`src/rtl/uncached_router_pkg.sv`:
```
// common: shared bus types for the CPU data bus and the cache bus, plus router state and AXI constants.
// Holds the dbus/cbus request and response structs, msize_t, urouter_state_t and AXI_BURST_FIXED.
package common;
    typedef enum logic [2:0] {MSIZE1 = 3'd0, MSIZE2, MSIZE4, MSIZE8} msize_t;
    typedef logic [31:0] addr_t;
    typedef logic [31:0] word_t;
    typedef logic [3:0] strobe_t;
    typedef logic [7:0] axi_len_t;
    typedef logic [1:0] axi_burst_t;

    localparam axi_burst_t AXI_BURST_FIXED = 2'b00;

    typedef struct packed {
        logic    valid;
        addr_t   addr;
        msize_t  size;
        strobe_t strobe;
        word_t   data;
    } dbus_req_t;

    typedef struct packed {
        logic  addr_ok;
        logic  data_ok;
        word_t data;
    } dbus_resp_t;

    typedef struct packed {
        logic       valid;
        logic       is_write;
        msize_t     size;
        addr_t      addr;
        strobe_t    strobe;
        word_t      data;
        axi_len_t   len;
        axi_burst_t burst;
    } cbus_req_t;

    typedef struct packed {
        logic  ready;
        logic  last;
        word_t data;
    } cbus_resp_t;

    typedef enum logic [1:0] {IDLE, REQ, RESP, DRAIN} urouter_state_t;
endpackage

```
`src/rtl/uncached_router_fsm.sv`:
```
// uncached_fsm: latches an accepted uncached request and runs it as a single-beat cache-bus transaction.
// Ports: clk, reset (sync, active-high); start plus addr/size/strobe/wdata (request to latch);
// ucresp in; idle, resp_valid, resp_data (response towards the CPU), ucreq out.
// With UNCACHED_POSTED_WRITE_EN defined, writes answer immediately and drain in DRAIN.
module uncached_fsm
    import common::*;
#(
    parameter int DATA_W = 32
) (
    input  logic              clk,
    input  logic              reset,
    input  logic              start,
    input  addr_t             addr,
    input  msize_t            size,
    input  strobe_t           strobe,
    input  word_t             wdata,
    input  cbus_resp_t        ucresp,
    output logic              idle,
    output logic              resp_valid,
    output logic [DATA_W-1:0] resp_data,
    output cbus_req_t         ucreq
);
    urouter_state_t state, state_n;
    addr_t l_addr;
    msize_t l_size;
    strobe_t l_strobe;
    word_t l_data;
    logic [DATA_W-1:0] rdata;
    logic done, is_write;

    assign done = ucresp.ready && ucresp.last;
    assign is_write = |l_strobe;

    always_ff @(posedge clk) begin
        if (reset) begin
            state    <= IDLE;
            l_addr   <= '0;
            l_size   <= MSIZE1;
            l_strobe <= '0;
            l_data   <= '0;
            rdata    <= '0;
        end else begin
            state <= state_n;
            if (start) begin
                l_addr   <= addr;
                l_size   <= size;
                l_strobe <= strobe;
                l_data   <= wdata;
                rdata    <= '0;
            end else if (state == REQ && done && !is_write) begin
                rdata <= ucresp.data[DATA_W-1:0];
            end
        end
    end

    always_comb begin
        state_n = state;
        case (state)
`ifdef UNCACHED_POSTED_WRITE_EN
            IDLE:    state_n = start ? (|strobe ? RESP : REQ) : IDLE;
            RESP:    state_n = is_write ? DRAIN : IDLE;
            DRAIN:   state_n = done ? IDLE : DRAIN;
`else
            IDLE:    state_n = start ? REQ : IDLE;
            RESP:    state_n = IDLE;
`endif
            REQ:     state_n = done ? RESP : REQ;
            default: state_n = IDLE;
        endcase
    end

    always_comb begin
        idle           = state == IDLE;
        resp_valid     = state == RESP;
        resp_data      = rdata;
        ucreq          = '0;
        ucreq.valid    = state == REQ || state == DRAIN;
        ucreq.is_write = is_write;
        ucreq.size     = l_size;
        ucreq.addr     = l_addr;
        ucreq.strobe   = l_strobe;
        ucreq.data     = l_data;
        ucreq.len      = '0;
        ucreq.burst    = AXI_BURST_FIXED;
    end
endmodule

```
`src/rtl/uncached_router.sv`:
```
// uncached_router: routes physically addressed CPU data requests to the data cache or to a single-beat uncached bus.
// Ports: clk, reset (sync, active-high); dreq + uncached from translation, dresp back to the CPU;
// cache_dreq/cache_dresp to the data cache; ucreq/ucresp to the interconnect.
// Optional: UNCACHED_POSTED_WRITE_EN makes uncached writes posted (early data_ok).
module uncached_router
    import common::*;
#(
    parameter int DATA_W = 32
) (
    input  logic       clk,
    input  logic       reset,
    input  dbus_req_t  dreq,
    input  logic       uncached,
    output dbus_resp_t dresp,
    output dbus_req_t  cache_dreq,
    input  dbus_resp_t cache_dresp,
    output cbus_req_t  ucreq,
    input  cbus_resp_t ucresp
);
    logic c_pending, idle, resp_valid, start, live;
    logic [DATA_W-1:0] resp_data;

    // A cached access is in flight between its addr_ok and data_ok.
    always_ff @(posedge clk) begin
        if (reset) c_pending <= 1'b0;
        else       c_pending <= (c_pending || cache_dresp.addr_ok) && !cache_dresp.data_ok;
    end

    // Idle and out of reset: the only window where either path may accept.
    assign live  = idle && !reset;
    assign start = live && dreq.valid && uncached && !c_pending;

    uncached_fsm #(.DATA_W(DATA_W)) u_fsm (
        .clk        (clk),
        .reset      (reset),
        .start      (start),
        .addr       (dreq.addr),
        .size       (dreq.size),
        .strobe     (dreq.strobe),
        .wdata      (dreq.data),
        .ucresp     (ucresp),
        .idle       (idle),
        .resp_valid (resp_valid),
        .resp_data  (resp_data),
        .ucreq      (ucreq)
    );

    always_comb begin
        cache_dreq    = live && !uncached ? dreq : '0;
        dresp         = resp_valid && !reset ? '{addr_ok: 1'b0, data_ok: 1'b1, data: resp_data}
                      : live ? cache_dresp : '0;
        dresp.addr_ok = dresp.addr_ok || start;
    end
endmodule

```
`config.mk`:
```
export PLATFORM = sky130hd
export DESIGN_NAME = uncached_router
export DESIGN_NICKNAME = d
export VERILOG_FILES = /design/src/rtl/uncached_router_pkg.sv /design/src/rtl/uncached_router_fsm.sv /design/src/rtl/uncached_router.sv
export SDC_FILE = /design/constraint.sdc
export NUM_CORES = 1
export LEC_CHECK = 0
export ABC_AREA = 1
export CAP_MARGIN = 15
export CORE_MARGIN = 4
export CORE_UTILIZATION = 25
export CTS_BUF_LIST = sky130_fd_sc_hd__clkbuf_8 sky130_fd_sc_hd__clkbuf_16
export DETAILED_ROUTE_END_ITERATION = 16
export GPL_ROUTABILITY_DRIVEN = 0
export HOLD_SLACK_MARGIN = 0.1
export PLACE_DENSITY = 0.62
export SYNTH_ARGS = -nofsm -noshare
export SYNTH_HDL_FRONTEND = slang
export SYNTH_SLANG_ARGS = --single-unit
```
`constraint.sdc`:
```
create_clock -name clk -period 1.8 [get_ports clk]
set_clock_uncertainty 0.2 [all_clocks]
set_input_delay 0.27 -clock clk [delete_from_list [all_inputs] [get_ports clk]]
set_output_delay 0.27 -clock clk [all_outputs]
set_load 0.05 [all_outputs]
```
==> key figures <==
Route
  – WL/cell: 16.4 microns
  – Max layer used: met4
  – Wl on met1: 10,100 microns
  – Routed wl met2: 11,700 microns
  – Routed wl met3: 1290 microns
  – Pre-Repair DR Iteration Count: 4
  – Via Count: 6,313
  – Detailed Route Iter0 Violations: 200
  – Routed WL: 23,500 microns
  – DRC: 0
  – Detail Route Antenna Nets: 0
  – Via/cell ratio: 4.41

Final layout
  – Post-Layout Inst Area: 0.0121 sq mm
  – Finished Layout Cells: 1,432
  – Nets: 1,295
  – Antenna diode count: 0
  – Area Growth Syn to Fin: 127%
  – Most frequent cells in the layout: clkdlybuf4s50_1, nor2_1, buf_12
  – Layout cell share with drive strength beyond 1: 0.436
  – Most common cell after layout, fill and taps aside: clkdlybuf4s50_1
  – Fin util: 0.578

Global route
  – GRT Resource Usage Total: 0.173
  – First-pass GRT wire length: 32,800 microns
  – Grt total ovfl: 0
  – Pin count of the biggest net entering global routing: 56
  – Antenna violations before repair: 0
  – Number of global-route vias before repair: 5,841

STA
  – Max-slew headroom: 0.579
  – WHS: 0.253 ns
  – Hold Vio Cnt, Final: 0
  – Setup violations, final: 206
  – Period utilization: 1.19
  – Max-slew violations: 0
  – Final setup margin: -0.349 ns
  – Tmin final: 2.15 ns
  – Max Clock Freq: 465 MHz
  – TNS Setup: -40.31 ns
  – RSZ-0062 raised after global routing: yes
  – Actual slew at the worst max-slew pin: 0.631 ns

Critical path
  – Critical path required time: 1.33 ns
  – Crit end category: output port
  – CP Max Fanout: 14
  – Crit path DAT: 1.68 ns
  – Crit start category: register
  – Crit Path Category: register to output port

Floorplan
  – Initial core utilization: 0.254
  – Core box area: 0.0210 sq mm
  – Die height: 154 microns
  – IO Pins: 332
  – Number of core rows: 53
  – Die X: 154 microns
  – Die area: 0.0238 sq mm

Logic synthesis
  – Seq cells post-synth: 106
  – Yosys Warn Count: 0
  – Cell variety after synth: 22
  – Register area share after synthesis: 0.397
  – Post-Syn Instances: 802
  – Top cell type's share of synthesized area: 0.397
  – Synthesized cell area: 0.00534 sq mm
  – Synth area leader: dfxtp_1
  – Synth top area cells: dfxtp_1, nor2_1, nor2_2, inv_1, o21ai_0
  – Syn avg cell area: 6.66 sq um

Clock tree
  – Later-pin clock latency in the skew report: 0.34 ns
  – Htree depth: 3
  – CTS Buffer Depth: 2
  – Clock Sinks: 106
  – Num CTS Buffers: 9
  – CTS root buf: clkbuf_16
  – CTS tree: built
  – Clock transition at the registers of the reported paths: 0.07 ns

Status
  – Status: finished with violations
  – Failing checks: setup timing

Pwr
  – Leakage power total: 5.20 nW
  – Maximum VDD drop: 0.000392 V
  – PwrDens: 611 mW/mm^2
  – Final Power: 7.42 mW

Placement
  – Pre-CTS WS: -0.511 ns
  – HPWL after DPL: 16,000 microns
  – Dpl cells: 1,382
  – Buffers on Ports: 321
  – Cell Area, Placed: 0.0104 sq mm

Flow run
  – Max-cap viol count: 0

Worst hold path
  – Hold Path Class: input port to register
==> cell type report <==
type	count	area [sq um]
fillers	1804	8880
repair buffers	395	5290
multi-input cells	527	3660
flip-flops and latches	106	2120
inverters	113	437
well taps	275	344
clock buffers	11	253
clock inverters	5	37.5
==> worst max-delay path: stages (launching register included) <==
cell     delay, ns
dfxtp_2       0.34
nor2_4        0.11
nand2_4       0.08
or2_4         0.32
buf_12        0.20
nor2_4        0.12
buf_12        0.14
==> where the power goes <==
group / internal (mW) / switching, mW / total, mW
clock: 1.03 / 0.944 / 1.97
sequential: 2.44 / 0.0665 / 2.51
combinational: 1.30 / 1.64 / 2.94
total: 4.77 / 2.65 / 7.42
==> repair_timing <==
action	CTS	global route
setup endpoints to repair	194	193
endpoints found under the hold margin	0	0
resized for setup	32	263
pin swaps	4	78
cloned	8	15
hold buffers	0	0
buffers inserted	5	9
==> routing by layer <==
metal  vias up  track usage
met5         -            0
met4         0       0.0526
met3        25       0.0369
met2       214        0.296
met1      2911        0.218
li1       3163            -
==> kinds of logic after synthesis <==
kind of cell / Yosys count / share of synthesized area
simple gates: 423 / 0.359
buf+inv: 179 / 0.155
flops: 106 / 0.397
compound gates: 93 / 0.0876
other cells: 1 / 0.000702
==> worst paths after layout <==
check                                       start                               to  slack (ns)  cells past startpoint
setup / recovery        u_fsm.state[0]$_SDFF_PP0_                   cache_dreq[28]       -0.35                      6
hold / removal                              reset        u_fsm.state[1]$_SDFF_PP0_        0.25                      3
setup reg to reg        u_fsm.state[0]$_SDFF_PP0_     u_fsm.l_addr[2]$_SDFFE_PP0P_       -0.20                     12
hold reg to reg   u_fsm.resp_data[1]$_SDFFE_PP0P_  u_fsm.resp_data[1]$_SDFFE_PP0P_        0.28                      2
==> state kept, by name, indices dropped and copies added, names as in the netlist <==
signal           cells
u_fsm.l_addr        32
u_fsm.l_data        32
u_fsm.resp_data     32
u_fsm.l_strobe       4
u_fsm.l_size         3
u_fsm.state          2
c_pending            1
==> synth_stat cells <==
| library cell | number |
|---|---|
| nor2_2 | 72 |
| nand3_1 | 27 |
| nand3_2 | 1 |
| nor3_1 | 71 |
| a211oi_1 | 1 |
| inv_1 | 112 |
| buf_2 | 16 |
| inv_2 | 1 |
| dfxtp_1 | 106 |
| or2_1 | 1 |
| clkbuf_1 | 28 |
| a21oi_1 | 2 |
| nor2_1 | 143 |
| o21ai_1 | 12 |
| nand2_1 | 104 |
| nand2_2 | 1 |
| conb_1 | 1 |
| nand4_1 | 1 |
| buf_4 | 15 |
| o21ai_0 | 78 |
| nor2_4 | 2 |
| buf_8 | 7 |
Note: power is estimated with default switching activity, not from simulation.
